### src/rtl/writeback_stage.sv
// -----------------------------------------------------------------------------
// writeback_stage
//
// Registered MIPS writeback stage. Accepts one retiring instruction from the
// MEM stage, selects its result (ALU, load data or link address), waits for
// variable-latency load data when needed, sign/zero-extends sub-word loads and
// presents a one-cycle register-file write pulse. Also counts retirements.
//
// Ports:
//   clk, reset          rising-edge clock, asynchronous active-high reset
//   in_valid/in_ready   MEM-stage handshake (accept on valid & ready)
//   in_src              0 ALU, 1 MEM, 2 LINK, 3 NONE (no register write)
//   in_load_type        0 LW, 1 LH, 2 LHU, 3 LB, 4 LBU, 5-7 treated as LW
//   in_byte_off         address[1:0] of the load
//   in_rd, in_alu, in_pc  destination register, ALU result, instruction PC
//   mem_rvalid/mem_rdata  load data return (aligned word, little-endian lanes)
//   rf_we/rf_waddr/rf_wdata  registered register-file write port
//   busy                high while waiting for load data
//   retired_count       number of instructions retired (wraps)
// -----------------------------------------------------------------------------
module writeback_stage #(
   parameter int WIDTH       = 32,
   parameter int REG_AW      = 5,
   parameter int LINK_OFFSET = 4,
   parameter int COUNT_W     = 32
) (
   input  logic               clk,
   input  logic               reset,
   input  logic               in_valid,
   output logic               in_ready,
   input  logic [1:0]         in_src,
   input  logic [2:0]         in_load_type,
   input  logic [1:0]         in_byte_off,
   input  logic [REG_AW-1:0]  in_rd,
   input  logic [WIDTH-1:0]   in_alu,
   input  logic [WIDTH-1:0]   in_pc,
   input  logic               mem_rvalid,
   input  logic [WIDTH-1:0]   mem_rdata,
   output logic               rf_we,
   output logic [REG_AW-1:0]  rf_waddr,
   output logic [WIDTH-1:0]   rf_wdata,
   output logic               busy,
   output logic [COUNT_W-1:0] retired_count
);

   typedef enum logic [1:0] {IDLE, WAIT_MEM, WRITE} state_t;

   localparam logic [1:0] SRC_ALU  = 2'd0;
   localparam logic [1:0] SRC_MEM  = 2'd1;
   localparam logic [1:0] SRC_LINK = 2'd2;

   localparam logic [2:0] LD_LH  = 3'd1;
   localparam logic [2:0] LD_LHU = 3'd2;
   localparam logic [2:0] LD_LB  = 3'd3;
   localparam logic [2:0] LD_LBU = 3'd4;

   state_t             state_q, state_d;
   logic               rf_we_q, rf_we_d;
   logic [REG_AW-1:0]  rf_waddr_q, rf_waddr_d;
   logic [WIDTH-1:0]   rf_wdata_q, rf_wdata_d;
   logic [COUNT_W-1:0] count_q, count_d;
   // Fields of the load waiting for its data.
   logic [REG_AW-1:0]  ld_rd_q, ld_rd_d;
   logic [2:0]         ld_type_q, ld_type_d;
   logic [1:0]         ld_off_q, ld_off_d;

   logic accept;

   // Lane select plus extension of the returned word.
   function automatic logic [WIDTH-1:0] extend_load(input logic [2:0]       lt,
                                                    input logic [1:0]       off,
                                                    input logic [WIDTH-1:0] w);
      logic [15:0] half_v;
      logic [7:0]  byte_v;
      logic [WIDTH-1:0] res;
      half_v = off[1] ? w[31:16] : w[15:0];
      case (off)
         2'd0:    byte_v = w[7:0];
         2'd1:    byte_v = w[15:8];
         2'd2:    byte_v = w[23:16];
         default: byte_v = w[31:24];
      endcase
      case (lt)
         LD_LH:   res = {{(WIDTH-16){half_v[15]}}, half_v};
         LD_LHU:  res = {{(WIDTH-16){1'b0}}, half_v};
         LD_LB:   res = {{(WIDTH-8){byte_v[7]}}, byte_v};
         LD_LBU:  res = {{(WIDTH-8){1'b0}}, byte_v};
         default: res = w;
      endcase
      return res;
   endfunction

   // Ready depends on state only, so the upstream stage never sees a
   // combinational loop through in_valid.
   assign in_ready = (state_q != WAIT_MEM);
   assign accept   = in_valid && in_ready;

   always_comb begin
      // NOTE: every signal gets a default here so no path leaves one
      // unassigned, which would otherwise infer a latch.
      state_d    = state_q;
      rf_we_d    = rf_we_q;
      rf_waddr_d = rf_waddr_q;
      rf_wdata_d = rf_wdata_q;
      count_d    = count_q;
      ld_rd_d    = ld_rd_q;
      ld_type_d  = ld_type_q;
      ld_off_d   = ld_off_q;

      case (state_q)
         WAIT_MEM: begin
            // Data returning on the accept edge itself is never seen here,
            // because this state is only reached after that edge.
            if (mem_rvalid) begin
               state_d    = WRITE;
               rf_we_d    = (ld_rd_q != '0);
               rf_waddr_d = ld_rd_q;
               rf_wdata_d = extend_load(ld_type_q, ld_off_q, mem_rdata);
               count_d    = count_q + COUNT_W'(1);
            end
         end
         default: begin // IDLE and WRITE accept identically
            if (accept) begin
               if (in_src == SRC_MEM) begin
                  state_d   = WAIT_MEM;
                  rf_we_d   = 1'b0;
                  ld_rd_d   = in_rd;
                  ld_type_d = in_load_type;
                  ld_off_d  = in_byte_off;
               end else begin
                  state_d    = WRITE;
                  rf_we_d    = (in_src != 2'd3) && (in_rd != '0);
                  rf_waddr_d = in_rd;
                  case (in_src)
                     SRC_ALU:  rf_wdata_d = in_alu;
                     SRC_LINK: rf_wdata_d = in_pc + WIDTH'(LINK_OFFSET);
                     default:  rf_wdata_d = '0;
                  endcase
                  count_d    = count_q + COUNT_W'(1);
               end
            end else begin
               // Write data and address hold; only the pulse drops.
               state_d = IDLE;
               rf_we_d = 1'b0;
            end
         end
      endcase
   end

   // NOTE: non-blocking assignments so every flop samples the values from
   // before this edge, independent of statement order.
   always_ff @(posedge clk or posedge reset) begin
      if (reset) begin
         state_q    <= IDLE;
         rf_we_q    <= 1'b0;
         rf_waddr_q <= '0;
         rf_wdata_q <= '0;
         count_q    <= '0;
         ld_rd_q    <= '0;
         ld_type_q  <= '0;
         ld_off_q   <= '0;
      end else begin
         state_q    <= state_d;
         rf_we_q    <= rf_we_d;
         rf_waddr_q <= rf_waddr_d;
         rf_wdata_q <= rf_wdata_d;
         count_q    <= count_d;
         ld_rd_q    <= ld_rd_d;
         ld_type_q  <= ld_type_d;
         ld_off_q   <= ld_off_d;
      end
   end

   assign rf_we         = rf_we_q;
   assign rf_waddr      = rf_waddr_q;
   assign rf_wdata      = rf_wdata_q;
   assign busy          = (state_q == WAIT_MEM);
   assign retired_count = count_q;

endmodule

### config.mk
export PLATFORM = sky130hd
export DESIGN_NAME = writeback_stage
export DESIGN_NICKNAME = d
export VERILOG_FILES = /design/src/rtl/writeback_stage.sv
export SDC_FILE = /design/constraint.sdc
export NUM_CORES = 1
export LEC_CHECK = 0
export BUFFER_PORTS_ARGS = -buffer_cell sky130_fd_sc_hd__clkbuf_2
export CAP_MARGIN = 10
export CELL_PAD_IN_SITES_DETAIL_PLACEMENT = 2
export CELL_PAD_IN_SITES_GLOBAL_PLACEMENT = 2
export CORE_MARGIN = 5
export CORE_UTILIZATION = 26
export CTS_CLUSTER_SIZE = 8
export DETAILED_ROUTE_END_ITERATION = 16
export PLACE_DENSITY = 0.79
export SLEW_MARGIN = 25
export SYNTH_ARGS = -nofsm -noshare
export SYNTH_HDL_FRONTEND = slang
export SYNTH_SLANG_ARGS = --single-unit
### constraint.sdc
create_clock -name clk -period 2.7 [get_ports clk]
set_input_delay 0.675 -clock clk [delete_from_list [all_inputs] [get_ports clk]]
set_output_delay 0.675 -clock clk [all_outputs]
set_load 0.005 [all_outputs]
==> results.ini, run 1 <==
[placed_design]
placed_cells=1037
place_hpwl_um=17900
place_ws_ns=-0.0330
gp_congestion=0.867
portBuffers=183

[setup_path]
critical_path.max_stage_delay_ns=0.53
startpoint_type=input port
criticalPathCategory=in -> reg
cp_max_fo=6
reg2reg_depth=6
crit_path_end_kind=flop
setup.worst_path.start=in_pc[2]
cp.depth=7
cp-endpoint=rf_wdata[24]$_DFFE_PP0P_
slowest_stage=or4_4
r2r_end=rf_wdata[2]$_DFFE_PP0P_
crit_required_ns=2.90
r2r_start=ld_off_q[1]$_DFFE_PP0P_
ff2ff_setup_slack_ns=0.52
cp_data_arrival_time_ns=2.53
crit_path_cell_trace=clkbuf_2 > ha_1 > nand3_1 > or4_4 > o31a_1 > o21ai_0 > a221oi_1
cp_num_buf_inv=1
critPathTopFamily=simple AND/OR/NAND/NOR gates

[floorplan]
ios=184
die_x_um=152
die_area_um2=23200
rows=52
initial_core_util=0.262
die_y_um=152
core_um2=20100

[global_routing]
grt_util_all_layers=0.189
grt_pass1_wl_um=34700
grt_pass1_vias=5944
grt_max_degree=83
antenna_found_initial=0
grt.overflow.total=0

[detailed_routing]
routedWlPerCell_um=21.2
via_per_inst=5.23
finalWirelength_um=22300
num_vias=5504
post-route-drc-count=0
ant_nets=0
first_iter_violations=276
first_pass_iters=4

[cts]
cts_hold_buf=0
cts_buffers=9
root_buffer=clkbuf_16
clkLatencyLatePin_ns=0.34
post_cts_buffers=0
cts_tree=done
cts_resized=0
cts_buffer_depth=2
htree_levels=3
cts.sinks=82
cts.clk_slew.worst_paths_ns=0.07

[yosys]
ys_top_cells_by_count=82 x dfrtp_1, 74 x nand2_1, 48 x nor2_1, 35 x a21oi_1, 31 x xnor2_1
synth_flop_cell=dfrtp_1
synth_edf_count=0
ys_seq_area_frac=0.390
synth.distinct_cells=62
ys_seq_elements=82
synth-warning-count=0
synthTopCellsByArea=dfrtp_1 39%, nand2_1 5.3%, xnor2_1 5.2%, a221oi_1 4.7%, nor2_1 3.4%
syn-cell-area_um2=5260
synthCells=590
async_reset_ff_frac=1.00
syn_avg_cell_area_um2=8.91
synth_area_leader_cell=dfrtp_1
syn_nets=704
yosysTopAreaCellShare=0.390
synth.most_common_cell=dfrtp_1

[sta]
worstMarginPinSlew_ns=0.633
timing.slew.headroom=0.575
rsz0062_at_grt=no
clock_skew_ns=0.00847
setup_violations=0
fin_hold_ws_ns=0.416
max_freq_mhz=429
finalCriticalPeriod_ns=2.33
tns_ns=0
layout_setup_ws_ns=0.371
finalMaxSlewViolations=0
finalHoldViolCount=0
fin_crit_sh=0.863

[hold_path]
min_path_type=in -> async

[finish]
multi_input_area_um2=2990
stdcell_count=1053
fill_cells=2293
area_delta_synth_final_pct=32.0
fin_util=0.345
nets=892
n_antenna_cell=0
seq_area_um2=2050
drive_gt1_frac=0.331

[power]
p_leak_nw=3.22
powerDensity_nw_per_um2=629
ir_drop_mv=0.238

[flow_run]
cap_violations=0

[status]
status=finished, final reports clean

==> state kept, by name, indices dropped and copies added (netlist names) <==
| register | flops |
|---|---|
| rf_wdata | 32 |
| retired_count | 32 |
| rf_we | 1 |
| ld_type_q | 3 |
| rf_waddr | 5 |
| ld_rd_q | 5 |
| ld_off_q | 2 |
| state_q | 2 |
==> metrics by stage <==
| stage | area (um^2) | power (mW) |
|---|---|---|
| floorplan | 5260 | 2.34 |
| global placement | 6610 | 2.96 |
| detailed placement | 6610 | 3.00 |
| CTS | 6940 | 4.43 |
| global route | 6940 | 4.62 |
| finish | 6940 | 4.36 |
==> routing by layer <==
layer	global-route usage	vias to the layer above	wire length (um)
li1	-	2565	-
met1	0.263	2764	10400
met2	0.310	153	10600
met3	0.0307	22	923
met4	0.0454	0	405
met5	0	-	0
==> how the worst min path moves through the flow <==
stage / startpoint / endpoint / cells after the start
after CTS: reset / rf_wdata[25]$_DFFE_PP0P_ / 3
final: reset / rf_wdata[25]$_DFFE_PP0P_ / 3
after global routing: reset / rf_wdata[25]$_DFFE_PP0P_ / 3
after floorplan: retired_count[31]$_DFFE_PP0P_ / retired_count[31]$_DFFE_PP0P_ / 1
after global placement: retired_count[31]$_DFFE_PP0P_ / retired_count[31]$_DFFE_PP0P_ / 1
after detailed placement: retired_count[31]$_DFFE_PP0P_ / retired_count[31]$_DFFE_PP0P_ / 1
==> cell usage in the layout, fill, tap and decap left out, drive strengths merged, types with 3 or more instances in the layout <==
master / count
a211o: 4
a211oi: 7
a21o: 5
a21oi: 35
a221o: 3
a221oi: 28
a22oi: 3
a31oi: 14
a32o: 5
and3: 11
buf: 30
clkbuf: 192
dfrtp: 82
inv: 18
mux2: 16
mux2i: 9
nand2: 74
nand2b: 8
nand3: 28
nand4: 17
nor2: 48
nor2b: 3
nor3: 16
nor3b: 3
nor4: 11
o21ai: 20
o31ai: 4
or3: 3
or4: 3
xnor2: 31
xor2: 17
==> worst reg2reg max path, cell delays in order, from the launching register on <==
cell,delay [ns]
dfrtp_1,0.60
buf_4,0.32
mux2_2,0.36
a32o_1,0.20
a221oi_1,0.26
nand2_1,0.10
o221a_2,0.23
==> cell families after synthesis <==
family | count (synthesis) | synth area share
fa+ha+maj | 3 | 0.00666
flops | 82 | 0.390
simple gates | 232 | 0.227
compound gates | 148 | 0.198
xor+xnor | 48 | 0.0799
buf+inv | 51 | 0.0414
mux | 26 | 0.0571
==> area by class of cell <==
type,count,area share
flip-flops and latches,82,0.296
well taps,270,0.0487
clock buffers,9,0.0324
clock inverters,7,0.0155
repair buffers,213,0.168
inverters,15,0.00901
multi-input cells,457,0.431
==> where the power goes <==
group	total, mW	internal, mW	switching, mW
combinational	1.33	0.562	0.768
sequential	1.64	1.43	0.215
clock	1.39	0.830	0.560
total	4.36	2.82	1.54
(Power assumes the default switching activity.)
==> run 2, diff against run 1 <==
CORE_UTILIZATION = 27   (was 26)
CTS_BUF_LIST = sky130_fd_sc_hd__clkbuf_8   (was not set)
PLACE_DENSITY = 0.82   (was 0.79)
==> run 2 against run 1 <==
Effect of this change: final cell count fell by 0.19%; clock power decreased by 34%; clock-buffer cell count unchanged; wire length up 0.11%; worst setup slack improved by 0.11 ns; critical path depth is the same; design area is 1.9% lower; via count grew 1.3%; total power down 11%; non-clock buffer count is 3 higher; global-route usage grew 0.93 points; clock skew is 0.0080 ns higher; critical endpoint unchanged; largest power group unchanged.
==> results.ini, run 2 (synthesis gave the netlist of run 1 again) <==
[setup_path]
crit_path_cell_trace=clkbuf_2 > ha_1 > nand3_1 > or4_4 > o31a_1 > o21ai_0 > a221oi_1
setup.worst_path.start=in_pc[2]
cp-endpoint=rf_wdata[24]$_DFFE_PP0P_
r2r_start=retired_count[6]$_DFFE_PP0P_
crit_path_end_kind=flop
crit_required_ns=2.95  ; +0.05 ns
reg2reg_depth=5  ; -1
cp_num_buf_inv=1  ; unchanged
critical_path.max_stage_delay_ns=0.53  ; about the same
slowest_stage=or4_4
r2r_end=retired_count[21]$_DFFE_PP0P_
startpoint_type=input port
critPathTopFamily=simple AND/OR/NAND/NOR gates
cp_max_fo=6  ; unchanged
ff2ff_setup_slack_ns=0.56  ; +0.04 ns
cp_data_arrival_time_ns=2.47  ; -0.06 ns
criticalPathCategory=in -> reg
cp.depth=7  ; unchanged

[sta]
finalMaxSlewViolations=0  ; unchanged
fin_crit_sh=0.823  ; -0.0396
setup_violations=0  ; unchanged
finalHoldViolCount=0  ; unchanged
fin_hold_ws_ns=0.252  ; -0.164 ns
worstMarginPinSlew_ns=0.651  ; +0.0190 ns
finalCriticalPeriod_ns=2.22  ; -0.107 ns
layout_setup_ws_ns=0.478  ; +0.107 ns
timing.slew.headroom=0.566  ; -0.00939
clock_skew_ns=0.0165  ; +0.00805 ns
tns_ns=0  ; unchanged
rsz0062_at_grt=no
max_freq_mhz=450  ; +4.8%

[finish]
fill_cells=2265  ; -1.2%
area_delta_synth_final_pct=29.4
nets=895  ; +0.34%
most-common-layout-cells=183 x clkbuf_2, 82 x dfrtp_1, 74 x nand2_1
layout_commonest_cell=clkbuf_2
n_antenna_cell=0  ; unchanged
drive_gt1_frac=0.333  ; +0.00255

[placed_design]
gp_congestion=0.861  ; -0.69%
portBuffers=183  ; unchanged
place_ws_ns=0.0794  ; +0.112 ns
place_hpwl_um=18300  ; +2.3%

[cts]
htree_levels=3  ; unchanged
cts_resized=0  ; unchanged
cts_buffers=9  ; unchanged
cts.clk_slew.worst_paths_ns=0.10  ; +0.03 ns
cts_buffer_depth=2  ; unchanged
root_buffer=clkbuf_8
cts_tree=done
cts.sinks=82  ; unchanged
clkLatencyLatePin_ns=0.39  ; +0.05 ns
post_cts_buffers=0  ; unchanged
cts_hold_buf=0  ; unchanged

[detailed_routing]
ant_nets=0  ; unchanged
num_vias=5578  ; +1.3%
routedWlPerCell_um=21.3  ; +0.30%
first_iter_violations=287  ; +4.0%
via_per_inst=5.31  ; +1.5%
post-route-drc-count=0  ; unchanged
finalWirelength_um=22400  ; +0.11%
first_pass_iters=4  ; unchanged

[power]
p_comb_frac=0.345  ; +0.040
p_leak_nw=3.17  ; -1.6%
ir_drop_mv=0.211  ; -11%
intPower_mw=2.35  ; -17%
switching_share=0.395  ; +0.0411
p_clk_frac=0.236  ; -0.083
total_power_mw=3.89  ; -11%
powerDensity_nw_per_um2=572  ; -9.1%
switchingPower_mw=1.54  ; -0.48%
power.share.sequential=0.420  ; +0.044

[floorplan]
initial_core_util=0.272  ; +0.0104
die_x_um=150  ; -1.7%
die_y_um=150  ; -1.7%
rows=51  ; -1.9%
die_area_um2=22400  ; -3.5%
core_um2=19300  ; -3.8%
ios=184  ; unchanged

[global_routing]
grt_pass1_vias=6048  ; +1.7%
grt_util_all_layers=0.199  ; +0.00931
grt.overflow.total=0  ; unchanged
grt_pass1_wl_um=34400  ; -0.93%
grt_max_degree=34  ; -59%
antenna_found_initial=1  ; +1

[status]
status=finished, final reports clean

[flow_run]
cap_violations=0  ; unchanged

[hold_path]
min_path_type=in -> async

[run 2: cell count changes in the layout (fill, tap and decap cells not counted), sizes merged]
cell    change
buf         +3
inv         +1
bufinv      -2
clkinv      +1
[run 2: worst min path at each step]
stage                                         end  depth (start not counted)  slack (ns)                          start
detailed placement  retired_count[31]$_DFFE_PP0P_                          1        0.47  retired_count[31]$_DFFE_PP0P_
global route         retired_count[2]$_DFFE_PP0P_                          2        0.25                          reset
floorplan           retired_count[31]$_DFFE_PP0P_                          1        0.47  retired_count[31]$_DFFE_PP0P_
CTS                  retired_count[3]$_DFFE_PP0P_                          2        0.24                          reset
finish               retired_count[2]$_DFFE_PP0P_                          2        0.25                          reset
global placement         rf_wdata[14]$_DFFE_PP0P_                          2        0.46       rf_wdata[14]$_DFFE_PP0P_
[run 2: power groups by stage]
stage	Clock [mW]	Combinational [mW]	Sequential [mW]
2_1_floorplan	0	0.743	1.60
3_3_place_gp	0	1.30	1.65
3_5_place_dp	0	1.35	1.66
4_1_cts	0.952	1.35	1.63
5_1_grt	0.991	1.47	1.66
6_report	0.916	1.34	1.63
[run 2: final cells by class]
class / count / area [um^2] / share of cell area
Inverter: 15 / 62.6 / 0.00919
Multi-Input combinational cell: 457 / 2990 / 0.439
Sequential cell: 82 / 2050 / 0.302
Clock buffer: 9 / 124 / 0.0182
Clock inverter: 7 / 70.1 / 0.0103
Timing Repair Buffer: 216 / 1180 / 0.173
Tap cell: 265 / 332 / 0.0487
[run 2: metrics by stage]
stage	util	std cells	cell area, um^2
final	0.352	1051	6810
after floorplan	-	590	5260
after global placement	0.342	1035	6610
after global routing	0.352	1051	6810
after CTS	0.352	1051	6810
after detailed placement	0.342	1035	6610
[run 2: layer usage]
metal	share of wire	vias to the layer above	wire, um	track usage
li1	-	2574	-	-
met1	0.43	2781	9710	0.255
met2	0.48	181	10700	0.333
met3	0.054	40	1200	0.0421
met4	0.031	2	700	0.0668
met5	0.00058	-	13	0
